`config.mk`:
```
export PLATFORM = sky130hd
export DESIGN_NAME = spu_queued_flat
export DESIGN_NICKNAME = d
export VERILOG_FILES = /design/src/rtl/spu_queued_if.sv /design/src/rtl/spu_queued.sv /design/src/flat_wrapper.sv
export SDC_FILE = /design/constraint.sdc
export NUM_CORES = 1
export LEC_CHECK = 0
export BUFFER_PORTS_ARGS = -buffer_cell sky130_fd_sc_hd__buf_2
export CORE_ASPECT_RATIO = 0.6
export CORE_UTILIZATION = 50
export DETAILED_ROUTE_END_ITERATION = 10
export PLACE_DENSITY = 0.74
export SETUP_SLACK_MARGIN = 0.5
export SLEW_MARGIN = 10
export SYNTH_ARGS = -nofsm -noshare
export SYNTH_HDL_FRONTEND = slang
export SYNTH_SLANG_ARGS = --single-unit
export TNS_END_PERCENT = 50
```
`constraint.sdc`:
```
create_clock -name clk -period 12.85 [get_ports clk]
set_input_delay 3.2125 -clock clk [delete_from_list [all_inputs] [get_ports clk]]
set_output_delay 3.2125 -clock clk [all_outputs]
set_load 0.01 [all_outputs]
```
`src/rtl/spu_queued_if.sv`:
```
// Issue and commit handshake bundle for the queued special-purpose unit.
// The producer/consumer side uses master; the unit itself uses slave.
interface spu_queued_if #(
    parameter int ROB_W  = 4,
    parameter int PREG_W = 6
) ();
    logic              in_valid;
    logic              in_ready;
    logic [4:0]        in_op;
    logic [31:0]       in_src1;
    logic [31:0]       in_src2;
    logic [15:0]       in_imm;
    logic              in_simm;
    logic [7:0]        in_cp0_addr;
    logic [4:0]        in_cache_op;
    logic [PREG_W-1:0] in_phy_dest;
    logic [ROB_W-1:0]  in_rob;

    logic              out_valid;
    logic              out_ready;
    logic [ROB_W-1:0]  out_rob;
    logic [PREG_W-1:0] out_phy_dest;
    logic              out_rf_we;
    logic [31:0]       out_result;
    logic              out_ex;
    logic [4:0]        out_exccode;

    modport master (
        output in_valid, in_op, in_src1, in_src2, in_imm, in_simm,
               in_cp0_addr, in_cache_op, in_phy_dest, in_rob, out_ready,
        input  in_ready, out_valid, out_rob, out_phy_dest, out_rf_we,
               out_result, out_ex, out_exccode
    );

    modport slave (
        input  in_valid, in_op, in_src1, in_src2, in_imm, in_simm,
               in_cp0_addr, in_cache_op, in_phy_dest, in_rob, out_ready,
        output in_ready, out_valid, out_rob, out_phy_dest, out_rf_we,
               out_result, out_ex, out_exccode
    );
endinterface

```
`src/rtl/spu_queued.sv`:
```
// Queued special-purpose unit: conditional moves, traps, CP0/TLB access and
// CACHE ops, buffered by a small FIFO and sequenced by a single FSM.
module spu_queued #(
    parameter int DEPTH  = 4,
    parameter int ROB_W  = 4,
    parameter int PREG_W = 6
) (
    input  logic        clk,
    input  logic        reset,
    input  logic        flush,
    spu_queued_if.slave bus,
    output logic        data_valid,
    output logic [31:0] data_vaddr,
    input  logic [31:0] data_paddr,
    output logic [3:0]  tlb_op,
    output logic        cache_op_valid,
    output logic [4:0]  cache_op,
    output logic [31:0] cache_vaddr,
    output logic [31:0] cache_paddr,
    input  logic        cache_op_ready,
    output logic        cp0_we,
    output logic [7:0]  cp0_addr,
    output logic [31:0] cp0_wdata,
    input  logic [31:0] cp0_rdata
);
    localparam int AW = $clog2(DEPTH);

    localparam logic [4:0] OP_MOVZ  = 5'd1;
    localparam logic [4:0] OP_MOVN  = 5'd2;
    localparam logic [4:0] OP_TEQ   = 5'd3;
    localparam logic [4:0] OP_TNE   = 5'd4;
    localparam logic [4:0] OP_TLT   = 5'd5;
    localparam logic [4:0] OP_TGE   = 5'd6;
    localparam logic [4:0] OP_TLTU  = 5'd7;
    localparam logic [4:0] OP_TGEU  = 5'd8;
    localparam logic [4:0] OP_MFC0  = 5'd9;
    localparam logic [4:0] OP_MTC0  = 5'd10;
    localparam logic [4:0] OP_TLBP  = 5'd12;
    localparam logic [4:0] OP_TLBR  = 5'd13;
    localparam logic [4:0] OP_TLBWI = 5'd14;
    localparam logic [4:0] OP_TLBWR = 5'd15;
    localparam logic [4:0] OP_CACHE = 5'd16;

    localparam logic [4:0] EXC_TRAP = 5'd13;

    typedef struct packed {
        logic [4:0]        op;
        logic [31:0]       src1;
        logic [31:0]       src2;
        logic [15:0]       imm;
        logic              simm;
        logic [7:0]        cp0_addr;
        logic [4:0]        cache_op;
        logic [PREG_W-1:0] phy_dest;
        logic [ROB_W-1:0]  rob;
    } entry_t;

    typedef enum logic [2:0] {
        S_IDLE,
        S_EXEC,
        S_XLAT,
        S_CWAIT,
        S_RESP
    } state_t;

    entry_t         fifo_q [DEPTH];
    logic [AW:0]    wr_ptr_q;
    logic [AW:0]    rd_ptr_q;
    logic           full;
    logic           empty;
    logic           push;
    logic           pop;
    entry_t         in_entry;
    entry_t         head;

    state_t         state_q;
    state_t         state_d;
    entry_t         work_q;
    logic [31:0]    paddr_q;
    logic [31:0]    result_q;
    logic           rf_we_q;
    logic           ex_q;
    logic           flushed_q;
    logic           out_valid;

    logic [31:0]    imm_sext;
    logic [31:0]    eff_addr;
    logic [31:0]    trap_b;
    logic           eq;
    logic           lt_s;
    logic           lt_u;
    logic [31:0]    exec_result;
    logic           exec_we;
    logic           exec_ex;

    // ---------------- input FIFO ----------------
    assign in_entry = '{op:       bus.in_op,
                        src1:     bus.in_src1,
                        src2:     bus.in_src2,
                        imm:      bus.in_imm,
                        simm:     bus.in_simm,
                        cp0_addr: bus.in_cp0_addr,
                        cache_op: bus.in_cache_op,
                        phy_dest: bus.in_phy_dest,
                        rob:      bus.in_rob};

    assign empty = (wr_ptr_q == rd_ptr_q);
    assign full  = (wr_ptr_q[AW] != rd_ptr_q[AW]) &&
                   (wr_ptr_q[AW-1:0] == rd_ptr_q[AW-1:0]);
    assign push  = bus.in_valid && !full && !flush;
    assign head  = fifo_q[rd_ptr_q[AW-1:0]];

    assign bus.in_ready = !full;

    always_ff @(posedge clk) begin
        if (push) begin
            fifo_q[wr_ptr_q[AW-1:0]] <= in_entry;
        end
    end

    // Flush clears both pointers; push is already masked by flush.
    always_ff @(posedge clk) begin
        if (reset || flush) begin
            wr_ptr_q <= '0;
            rd_ptr_q <= '0;
        end else begin
            wr_ptr_q <= wr_ptr_q + {{AW{1'b0}}, push};
            rd_ptr_q <= rd_ptr_q + {{AW{1'b0}}, pop};
        end
    end

    // ---------------- datapath ----------------
    assign imm_sext = {{16{work_q.imm[15]}}, work_q.imm};
    assign eff_addr = work_q.src1 + imm_sext;
    assign trap_b   = work_q.simm ? imm_sext : work_q.src2;
    assign eq       = (work_q.src1 == trap_b);
    assign lt_s     = ($signed(work_q.src1) < $signed(trap_b));
    assign lt_u     = (work_q.src1 < trap_b);

    always_comb begin
        exec_result = '0;
        exec_we     = 1'b0;
        exec_ex     = 1'b0;
        case (work_q.op)
            OP_MOVZ: begin
                if (work_q.src2 == '0) begin
                    exec_result = work_q.src1;
                    exec_we     = 1'b1;
                end
            end
            OP_MOVN: begin
                if (work_q.src2 != '0) begin
                    exec_result = work_q.src1;
                    exec_we     = 1'b1;
                end
            end
            OP_MFC0: begin
                exec_result = cp0_rdata;
                exec_we     = 1'b1;
            end
            OP_TEQ:  exec_ex = eq;
            OP_TNE:  exec_ex = !eq;
            OP_TLT:  exec_ex = lt_s;
            OP_TGE:  exec_ex = !lt_s;
            OP_TLTU: exec_ex = lt_u;
            OP_TGEU: exec_ex = !lt_u;
            default: ;
        endcase
    end

    // ---------------- FSM ----------------
    always_comb begin
        state_d        = state_q;
        pop            = 1'b0;
        data_valid     = 1'b0;
        cache_op_valid = 1'b0;
        cp0_we         = 1'b0;
        tlb_op         = '0;
        out_valid      = 1'b0;
        case (state_q)
            S_IDLE: begin
                if (!flush && !empty) begin
                    pop     = 1'b1;
                    state_d = (head.op == OP_CACHE) ? S_XLAT : S_EXEC;
                end
            end
            S_EXEC: begin
                cp0_we    = (work_q.op == OP_MTC0);
                tlb_op[0] = (work_q.op == OP_TLBP);
                tlb_op[1] = (work_q.op == OP_TLBR);
                tlb_op[2] = (work_q.op == OP_TLBWI);
                tlb_op[3] = (work_q.op == OP_TLBWR);
                state_d   = flush ? S_IDLE : S_RESP;
            end
            S_XLAT: begin
                data_valid = 1'b1;
                state_d    = flush ? S_IDLE : S_CWAIT;
            end
            S_CWAIT: begin
                // The cache handshake must complete even when squashed.
                cache_op_valid = 1'b1;
                if (cache_op_ready) begin
                    state_d = (flush || flushed_q) ? S_IDLE : S_RESP;
                end
            end
            S_RESP: begin
                out_valid = 1'b1;
                if (flush) begin
                    state_d = S_IDLE;
                end else if (bus.out_ready) begin
                    if (!empty) begin
                        pop     = 1'b1;
                        state_d = (head.op == OP_CACHE) ? S_XLAT : S_EXEC;
                    end else begin
                        state_d = S_IDLE;
                    end
                end
            end
            default: state_d = S_IDLE;
        endcase
    end

    always_ff @(posedge clk) begin
        if (reset) begin
            state_q   <= S_IDLE;
            result_q  <= '0;
            rf_we_q   <= 1'b0;
            ex_q      <= 1'b0;
            flushed_q <= 1'b0;
        end else begin
            state_q <= state_d;
            if (pop) begin
                result_q  <= '0;
                rf_we_q   <= 1'b0;
                ex_q      <= 1'b0;
                flushed_q <= 1'b0;
            end
            if (state_q == S_EXEC) begin
                result_q <= exec_result;
                rf_we_q  <= exec_we;
                ex_q     <= exec_ex;
            end
            if (state_q == S_CWAIT && flush) begin
                flushed_q <= 1'b1;
            end
        end
    end

    always_ff @(posedge clk) begin
        if (pop) begin
            work_q <= head;
        end
        if (state_q == S_XLAT) begin
            paddr_q <= data_paddr;
        end
    end

    // ---------------- outputs ----------------
    assign data_vaddr  = eff_addr;
    assign cache_op    = cache_op_valid ? work_q.cache_op : 5'd0;
    assign cache_vaddr = eff_addr;
    assign cache_paddr = paddr_q;
    assign cp0_addr    = work_q.cp0_addr;
    assign cp0_wdata   = work_q.src2;

    assign bus.out_valid    = out_valid;
    assign bus.out_rob      = work_q.rob;
    assign bus.out_phy_dest = work_q.phy_dest;
    assign bus.out_result   = result_q;
    assign bus.out_rf_we    = out_valid && rf_we_q;
    assign bus.out_ex       = out_valid && ex_q;
    assign bus.out_exccode  = (out_valid && ex_q) ? EXC_TRAP : 5'd0;
endmodule
```
`src/flat_wrapper.sv`:
```
// flat-port wrapper written by rule: the top's interface ports become plain ports
module spu_queued_flat 
#(
    parameter int DEPTH  = 4,
    parameter int ROB_W  = 4,
    parameter int PREG_W = 6
)
  (clk, reset, flush, data_valid, data_vaddr, data_paddr, tlb_op, cache_op_valid, cache_op, cache_vaddr, cache_paddr, cache_op_ready, cp0_we, cp0_addr, cp0_wdata, cp0_rdata, bus_in_valid, bus_in_op, bus_in_src1, bus_in_src2, bus_in_imm, bus_in_simm, bus_in_cp0_addr, bus_in_cache_op, bus_in_phy_dest, bus_in_rob, bus_out_ready, bus_in_ready, bus_out_valid, bus_out_rob, bus_out_phy_dest, bus_out_rf_we, bus_out_result, bus_out_ex, bus_out_exccode);
  spu_queued_if #(.ROB_W(ROB_W), .PREG_W(PREG_W)) bus_i ();
  input  logic clk;
  input  logic reset;
  input  logic flush;
  output logic data_valid;
  output logic [31:0] data_vaddr;
  input  logic [31:0] data_paddr;
  output logic [3:0] tlb_op;
  output logic cache_op_valid;
  output logic [4:0] cache_op;
  output logic [31:0] cache_vaddr;
  output logic [31:0] cache_paddr;
  input  logic cache_op_ready;
  output logic cp0_we;
  output logic [7:0] cp0_addr;
  output logic [31:0] cp0_wdata;
  input  logic [31:0] cp0_rdata;
  input wire logic [$bits(bus_i.in_valid)-1:0] bus_in_valid;
  input wire logic [$bits(bus_i.in_op)-1:0] bus_in_op;
  input wire logic [$bits(bus_i.in_src1)-1:0] bus_in_src1;
  input wire logic [$bits(bus_i.in_src2)-1:0] bus_in_src2;
  input wire logic [$bits(bus_i.in_imm)-1:0] bus_in_imm;
  input wire logic [$bits(bus_i.in_simm)-1:0] bus_in_simm;
  input wire logic [$bits(bus_i.in_cp0_addr)-1:0] bus_in_cp0_addr;
  input wire logic [$bits(bus_i.in_cache_op)-1:0] bus_in_cache_op;
  input wire logic [$bits(bus_i.in_phy_dest)-1:0] bus_in_phy_dest;
  input wire logic [$bits(bus_i.in_rob)-1:0] bus_in_rob;
  input wire logic [$bits(bus_i.out_ready)-1:0] bus_out_ready;
  output wire logic [$bits(bus_i.in_ready)-1:0] bus_in_ready;
  output wire logic [$bits(bus_i.out_valid)-1:0] bus_out_valid;
  output wire logic [$bits(bus_i.out_rob)-1:0] bus_out_rob;
  output wire logic [$bits(bus_i.out_phy_dest)-1:0] bus_out_phy_dest;
  output wire logic [$bits(bus_i.out_rf_we)-1:0] bus_out_rf_we;
  output wire logic [$bits(bus_i.out_result)-1:0] bus_out_result;
  output wire logic [$bits(bus_i.out_ex)-1:0] bus_out_ex;
  output wire logic [$bits(bus_i.out_exccode)-1:0] bus_out_exccode;
  assign bus_i.in_valid = bus_in_valid;
  assign bus_i.in_op = bus_in_op;
  assign bus_i.in_src1 = bus_in_src1;
  assign bus_i.in_src2 = bus_in_src2;
  assign bus_i.in_imm = bus_in_imm;
  assign bus_i.in_simm = bus_in_simm;
  assign bus_i.in_cp0_addr = bus_in_cp0_addr;
  assign bus_i.in_cache_op = bus_in_cache_op;
  assign bus_i.in_phy_dest = bus_in_phy_dest;
  assign bus_i.in_rob = bus_in_rob;
  assign bus_i.out_ready = bus_out_ready;
  assign bus_in_ready = bus_i.in_ready;
  assign bus_out_valid = bus_i.out_valid;
  assign bus_out_rob = bus_i.out_rob;
  assign bus_out_phy_dest = bus_i.out_phy_dest;
  assign bus_out_rf_we = bus_i.out_rf_we;
  assign bus_out_result = bus_i.out_result;
  assign bus_out_ex = bus_i.out_ex;
  assign bus_out_exccode = bus_i.out_exccode;
  spu_queued #(.DEPTH(DEPTH), .ROB_W(ROB_W), .PREG_W(PREG_W)) u_core (.clk(clk), .reset(reset), .flush(flush), .bus(bus_i), .data_valid(data_valid), .data_vaddr(data_vaddr), .data_paddr(data_paddr), .tlb_op(tlb_op), .cache_op_valid(cache_op_valid), .cache_op(cache_op), .cache_vaddr(cache_vaddr), .cache_paddr(cache_paddr), .cache_op_ready(cache_op_ready), .cp0_we(cp0_we), .cp0_addr(cp0_addr), .cp0_wdata(cp0_wdata), .cp0_rdata(cp0_rdata));
endmodule
```
==> impl_metrics.ini <==
[status]
outcome = completed

[clocking]
ctsResizeCount = 0
cts_buffers = 56
root_buffer = clkbuf_16
cts_tree = yes
postCtsSetupBuffers = 0
cts_buffer_depth = 3
cts.clk_slew.worst_paths_ps = 60
clock-sinks = 621
insertion_delay_ps = 610
hold_buffers = 0
cts_max_level = 2

[placement]
place_area_sq_mm = 0.0275
place.gp.congestion = 0.882
port-buffer-count = 375
hpwl_um = 40200

[power]
p_leak_nw = 10.3
ir_worst_vdd_v = 0.0000998
power_density_mw_per_mm2 = 140

[layout]
layout.nets = 2004
multiInputGateArea_sq_mm = 0.00637
seq_area_sq_mm = 0.0182
stdcell_area_sq_mm = 0.0294
drive_above_1_share_pct = 35.3
synthToLayoutAreaGrowth_pct = 15.1
fillCellCount = 3750

[yosys]
yosys.cell_types.count = 61
synth_edf_count = 577
yosysSeqAreaShare_pct = 71.4
synth_commonest_cells = edfxtp_1 (577), mux4_2 (109), nor2_1 (97), a21oi_1 (95), buf_4 (92)
yosysWarnings = 0
syn_inst = 1444
synth_largest_area_cell = edfxtp_1
async_reset_ff_share_pct = 0
yosysTopAreaCellShare_pct = 67.9
synth_seq_cells = 621
syn_area_per_cell_sq_um = 17.7
netlist_area_sq_mm = 0.0255
synth_most_common_cell = edfxtp_1
synth_flop_cell = edfxtp_1
synth_area_leaders = edfxtp_1 (68%), mux4_2 (9.6%), dfxtp_1 (3.5%), ha_1 (3.3%), buf_4 (2.7%)

[global_routing]
grt_pass1_wl_um = 87900
grt_pass1_vias = 14200
antenna_found_initial = 14
grt_use_total_pct = 23.0
grt_max_degree = 73
grt_overflow = 0

[sta]
post-route-period-util_pct = 55.9
skew_ps = 20.7
fmax_ghz = 0.139
setup_tns_ps = 0
maxSlewViolCount = 0
grt_setup_unrepaired = false
setup_viol = 0
min_period_ps = 7180
hold_violations = 0
slew_headroom_pct = 24.8
worstMarginPinSlew_ps = 1130

[detailed_routing]
post_drt_wl_per_cell_um = 24.2
dr.pass1.iters = 5
finalWirelength_um = 60200
vias = 14300
drc = 0
drtAntennaViolNets = 0
drt_iter0_markers = 1233
vias_per_cell = 5.71

[critical_path]
r2r_setup_slack_ps = 8650
path_max_fanout = 4
worstPathArrival_ps = 3970
cp.required_ps = 9640
path_class = reg -> out
crit_path_end_kind = primary output
start_kind = flip-flop

[floorplanning]
dieWidth_um = 294
start_util_pct = 51.1
die_h_um = 177
io_pins = 378
core-area_sq_mm = 0.0499
dieArea_sq_mm = 0.0520
rows = 63

[job]
drv_cap = 0

[hold_path]
hp-class = reg -> reg
-- flip-flops by register name, indices dropped and copies added, names as in the netlist --
signal,flops
u_core.bus.out_phy_dest,6
u_core.bus.out_result,32
u_core.bus.out_rob,4
u_core.cache_paddr,32
u_core.cp0_addr,8
u_core.cp0_wdata,32
u_core.ex_q,1
u_core.fifo_q,436
u_core.flushed_q,1
u_core.imm_sext,16
u_core.rd_ptr_q,3
u_core.rf_we_q,1
u_core.state_q,3
u_core.work_q,43
u_core.wr_ptr_q,3
-- final cells by class --
| class | instances | area share (%) |
|---|---|---|
| Antenna cell | 9 | 0.0767 |
| Clock buffer | 70 | 5.09 |
| Clock inverter | 34 | 1.13 |
| Inverter | 20 | 0.256 |
| Multi-Input combinational cell | 666 | 21.7 |
| Sequential cell | 621 | 62.0 |
| Tap cell | 682 | 2.91 |
| Timing Repair Buffer | 392 | 6.83 |
-- critical path: stages (launching register included) --
cell,delay (ps)
edfxtp_1,370
ha_1,230
inv_1,70
fa_1,400
nor2b_1,160
o31a_1,190
nand4_1,140
a211oi_1,620
o211ai_1,220
a211oi_1,450
a31oi_1,170
xnor2_1,180
buf_2,160
-- metal layers --
metal	GRT usage (%)	share of wire, %	up-vias
li1	-	-	6298
met1	31.9	42	7232
met2	36.4	47	593
met3	4.85	7.5	121
met4	7.86	3.1	8
met5	0	0.076	-
-- layout by cell type (no fill, tap or decap), types with 11 or more instances in the layout --
master     synthesis  layout
edfxtp_1         577     577
buf_2              8     375
mux4_2           109     109
nor2_1            97      95
a21oi_1           95      95
ha_1              67      67
clkbuf_16          0      56
dfxtp_1           44      42
nand2_1           33      33
o21ai_0           29      29
a22oi_2           29      29
xnor2_1           20      20
inv_1             19      19
buf_4             92      17
nor3_1            16      14
a21o_1            14      14
mux2i_1           14      14
and3_1            14      12
clkinv_1           1      11
-- final timing paths --
path                                        start               to  cells after the start
worst min register to register     u_core.rf_we_q   u_core.rf_we_q                      2
worst min-delay path               u_core.rf_we_q   u_core.rf_we_q                      2
worst max-delay path            u_core.work_q[72]  cache_vaddr[30]                     12
worst max register to register  u_core.work_q[23]      u_core.ex_q                     11
-- metrics by stage --
stage	util [%]	hold WS [ps]	power (mW)	std cells	setup WS, ps
finish	58.9	466	4.10	2494	5670
global route	58.8	491	4.23	2487	5400
floorplan	-	428	2.40	1445	582
detailed placement	55.1	452	2.48	2381	6280
CTS	58.8	463	4.14	2485	5630
global placement	55.1	439	2.47	2381	6320
-- logic make-up (layout without fill, tap and decap cells) --
| group | count (synthesis) | in the layout | share of synthesized area (%) |
|---|---|---|---|
| flops | 621 | 621 | 71.4 |
| other cells | 1 | 11 | 0.0147 |
| buf+inv | 158 | 516 | 3.88 |
| xor+xnor | 28 | 28 | 0.961 |
| simple gates | 226 | 226 | 4.32 |
| mux | 124 | 124 | 10.2 |
| compound gates | 218 | 218 | 5.90 |
| fa+ha+maj | 68 | 68 | 3.36 |
-- where the power goes --
group / internal (mW) / leakage, nW / switching (mW)
sequential: 2.24 / 5.59 / 0.0164
combinational: 0.0729 / 3.79 / 0.105
clock: 0.930 / 0.891 / 0.742
total: 3.24 / 10.3 / 0.863
(Power assumes the default switching activity.)
